File: src/rtl/rv16_rf_read_stage.sv
// rv16_rf_read_stage: 16-entry register file read stage with writeback bypass and stall-coherent operands
module rv16_rf_read_stage #(
  parameter int DATA = 16
) (
  input  logic            clk,
  input  logic            rst_n,
  input  logic            rd_wb_en,
  input  logic [3:0]      rd_wb_addr,
  input  logic [DATA-1:0] rd_wb_in,
  input  logic            id_valid,
  output logic            id_ready,
  input  logic [3:0]      rs1_addr,
  input  logic [3:0]      rs2_addr,
  output logic            ex_valid,
  input  logic            ex_ready,
  output logic [DATA-1:0] rs1_data,
  output logic [DATA-1:0] rs2_data
);
  logic [DATA-1:0] rf [16];
  logic [3:0] lat1, lat2;
  logic wb, accept, transfer;
  logic [DATA-1:0] cap1, cap2;
  assign id_ready = !ex_valid || ex_ready;
  assign accept = id_valid && id_ready;
  assign transfer = ex_valid && ex_ready;
  assign wb = rd_wb_en && rd_wb_addr != 4'd0;
  assign cap1 = rs1_addr == 4'd0 ? '0 : wb && rd_wb_addr == rs1_addr ? rd_wb_in : rf[rs1_addr];
  assign cap2 = rs2_addr == 4'd0 ? '0 : wb && rd_wb_addr == rs2_addr ? rd_wb_in : rf[rs2_addr];
  always_ff @(posedge clk) begin
    if (!rst_n) begin
      for (int i = 0; i < 16; i++) rf[i] <= '0;
      ex_valid <= 1'b0;
      rs1_data <= '0;
      rs2_data <= '0;
      lat1 <= 4'd0;
      lat2 <= 4'd0;
    end else begin
      if (wb) rf[rd_wb_addr] <= rd_wb_in;
      if (accept) begin
        ex_valid <= 1'b1;
        lat1 <= rs1_addr;
        lat2 <= rs2_addr;
        rs1_data <= cap1;
        rs2_data <= cap2;
      end else if (transfer) begin
        ex_valid <= 1'b0;
      end else if (ex_valid) begin
        if (wb && lat1 == rd_wb_addr) rs1_data <= rd_wb_in;
        if (wb && lat2 == rd_wb_addr) rs2_data <= rd_wb_in;
      end
    end
  end
endmodule

File: config.mk
export PLATFORM = sky130hd
export DESIGN_NAME = rv16_rf_read_stage
export DESIGN_NICKNAME = d
export VERILOG_FILES = /design/src/rtl/rv16_rf_read_stage.sv
export SDC_FILE = /design/constraint.sdc
export NUM_CORES = 1
export LEC_CHECK = 0
export CAP_MARGIN = 30
export CORE_ASPECT_RATIO = 1.25
export CORE_MARGIN = 5
export CORE_UTILIZATION = 36
export CTS_CLUSTER_DIAMETER = 40
export DETAILED_ROUTE_END_ITERATION = 12
export DONT_BUFFER_PORTS = 1
export GPL_TIMING_DRIVEN = 0
export PLACE_DENSITY = 0.6
export SLEW_MARGIN = 20
export SYNTH_ARGS = -nofsm -noshare
export SYNTH_HDL_FRONTEND = slang
export SYNTH_SLANG_ARGS = --single-unit
File: constraint.sdc
create_clock -name clk -period 5.57 [get_ports clk]
set_clock_uncertainty 0.15 [all_clocks]
set_input_delay 0.8355 -clock clk [delete_from_list [all_inputs] [get_ports clk]]
set_output_delay 0.8355 -clock clk [all_outputs]
set_load 0.005 [all_outputs]
==> metrics.md <==
| Metric | Value |
|---|---|
| Initial antenna violation count | `1` |
| Area post-placement | `0.01629 mm^2` |
| Status | `completed` |
| HP Start | `rd_wb_in[1]` |
| Worst path cell trace | `buf_4 -> nand4b_1 -> nor3_1 -> nand2b_1 -> buf_6` |
| Largest stage delay on the critical path | `0.84 ns` |
| Cts hold-fix bufs | `0` |
| Area growth from synthesis to layout | `13.25%` |
| IO Pins | `67` |
| Clk buf depth | `3` |
| CTS Buf Count | `30` |
| Die Width | `194.3 um` |
| Commonest non-fill, non-tap cell in the layout | `edfxtp_1` |
| # resized after CTS | `0` |
| Initial DRC Count | `1193` |
| Tmin final | `3.001 ns` |
| Die Y | `240.3 um` |
| Setup violators final | `0` |
| Seq/Total Area, Yosys | `55.68%` |
| Post-synth EDFFs | `256` |
| Port Buffers | `0` |
| Fraction of layout cells with a size suffix above 1 | `21.77%` |
| Slowest-stage cell, CP | `nor3_1` |
| Clock Pin Slew Worst Setup and Hold Paths | `0.07 ns` |
| Total power | `5.315 mW` |
| Ys Warns | `0` |
| Post-synthesis instance area | `0.01528 mm^2` |
| Commonest cells after routing, fill and taps aside | `edfxtp_1 (256), and2_1 (244), mux4_2 (122)` |
| GP Congestion | `0.9399` |
| Post-CTS Setup Inserts | `0` |
| CP startpoint | `rd_wb_addr[2]` |
| Fmax | `333.2 MHz` |
| Fin crit share | `53.88%` |
| Initial Util | `36.35%` |
| Syn Area/Cell | `14.16 um^2` |
| Max Cap Violations | `0` |
| Remaining global-route overflow | `0` |
| Global-route usage over all layers | `20.46%` |
| Req. time, crit path | `5.68 ns` |
| Startpoint Class | `input pin` |
| Vias in the first global route | `10120` |
| Worst hold path cell count | `2` |
| HP Class | `in2reg` |
| Cells after Synth | `1079` |
| Clock sinks | `297` |
| Register-to-Register Setup Slack | `3.05 ns` |
| Predominant post-synthesis flop cell | `edfxtp_1` |
| Hold Vio Cnt, Final | `0` |
| Core Region | `0.04204 mm^2` |
| Mean routed wirelength per cell | `28.14 um` |
| TNS Setup | `0 ns` |
| # diodes | `0` |
| Crit Path Category | `in2reg` |
| Static leakage | `5.838 nW` |
| # nets final | `1172` |
| WP data arrival | `3.11 ns` |
| CTS tree | `yes` |
| CTS HTree Levels | `1` |
| Site Rows | `84` |
| First-pass GRT wire length | `70.18 mm` |
| Fraction of registers with async set/reset | `0%` |
| Drt first pass iters | `5` |
| Clock root cell | `clkbuf_16` |
| PnR worst setup slack | `2.569 ns` |
| Final routed DRC violation total | `0` |
| Dpl hpwl | `36.00 mm` |
| RSZ-0062 raised after global routing | `no` |
| Worst-Skew Late Latency | `0.58 ns` |
| Critical Path Fanout Max | `10` |
| ANT nets after route | `0` |
| Min-Delay Endpoint | `rs2_data[1]` |
| Total wire length | `48.43 mm` |
| Routed vias | `9942` |
| PwrDens | `307.1 mW/mm^2` |
| Worst Max-Slew Pin Slew | `1.110 ns` |
| VDD IR max | `0.0002399 V` |
| Worst rel slew slack | `26.02%` |
| Reg2reg path depth | `6` |
| Fin area | `0.01730 mm^2` |
| Setup slack at placement | `1.938 ns` |
| Final max-slew violation count | `0` |
| Vias/cell | `5.777` |
| Critical path endpoint category | `register` |
| RR Startpoint | `ex_valid` |
| Die area | `0.04669 mm^2` |
| R2R Path End | `rs1_data[3]` |
| Flops & latches, synth | `297` |
| Largest net degree at the start of global routing | `26` |
| Synth unique cells | `46` |
==> final cells by class <==
class	count	area [um^2]
fill	3876	24740
sequential	297	8508
multi-input combinational	698	6431
clock buffer	37	828.3
tap	559	699.4
buffer	96	480.5
timing repair buffer	13	187.7
clock inverter	18	157.7
inverter	3	11.26
==> worst max path at each step <==
stage / endpoint / slack, ns
final: rf[8][5] / 2.57
after global routing: rf[8][5] / 2.45
after CTS: rf[12][6] / 2.54
after detailed placement: rf[12][9] / 1.94
after global placement: rf[15][9] / 1.03
after floorplan: rf[1][0] / 2.30
==> where the power goes <==
group	internal [mW]	switching, mW	total, mW
Combinational	0.271	0.356	0.626
Clock	1.15	0.901	2.05
Sequential	2.55	0.0804	2.63
==> worst max-delay path, delay by kind of cell <==
family	cells	cell delay (ns)
simple gates	3	1.83
buf+inv	2	0.42
==> synth_stat cells (8+ instances only) <==
cell type  count  area, um^2
edfxtp_1     256        7687
and2_1       244        1526
mux4_2       122        2748
clkbuf_1      61       229.0
nand2_1       52       195.2
o21ai_0       46       230.2
a22oi_1       44       330.3
dfxtp_1       41       820.8
nor2_1        33       123.9
o22ai_1       18       112.6
buf_2         17       85.08
a31oi_1       16       100.1
a221oi_1      15       131.4
xnor2_1       14       122.6
a21oi_1       12       60.06
nand2b_1       8       50.05
==> metal layers <==
metal / GRT usage, % / vias to the layer above / routed length, um
li1: - / 4256 / -
met1: 24.19 / 5090 / 17540
met2: 37.32 / 486 / 25420
met3: 3.588 / 110 / 3506
met4: 7.822 / 0 / 1966
met5: 0 / - / 0
==> logic make-up after synthesis <==
| logic type | after synthesis | synth area share, % |
|---|---|---|
| DFF | 297 | 55.68 |
| xor gates and xnor gates | 16 | 0.9172 |
| buffers and inverters | 99 | 3.218 |
| muxes | 132 | 19.14 |
| and+or+nand+nor | 367 | 13.70 |
| AOI/OAI and AO/OA | 167 | 7.321 |
| other | 1 | 0.02454 |
==> sequential cells by signal, indices dropped and copies added, names as in the netlist <==
name,flops
ex_valid,1
lat1,4
lat2,4
rf,256
rs1_data,16
rs2_data,16
==> metrics by stage <==
stage	hold WS [ns]	utilization [%]	cells
4_1_cts	0.2411	41.08	1719
5_1_grt	0.2611	41.16	1721
6_report	0.2635	41.16	1721
2_1_floorplan	0.2988	-	1094
3_5_place_dp	0.3143	38.74	1664
3_3_place_gp	0.3085	38.14	1653
(Power assumes the default switching activity.)
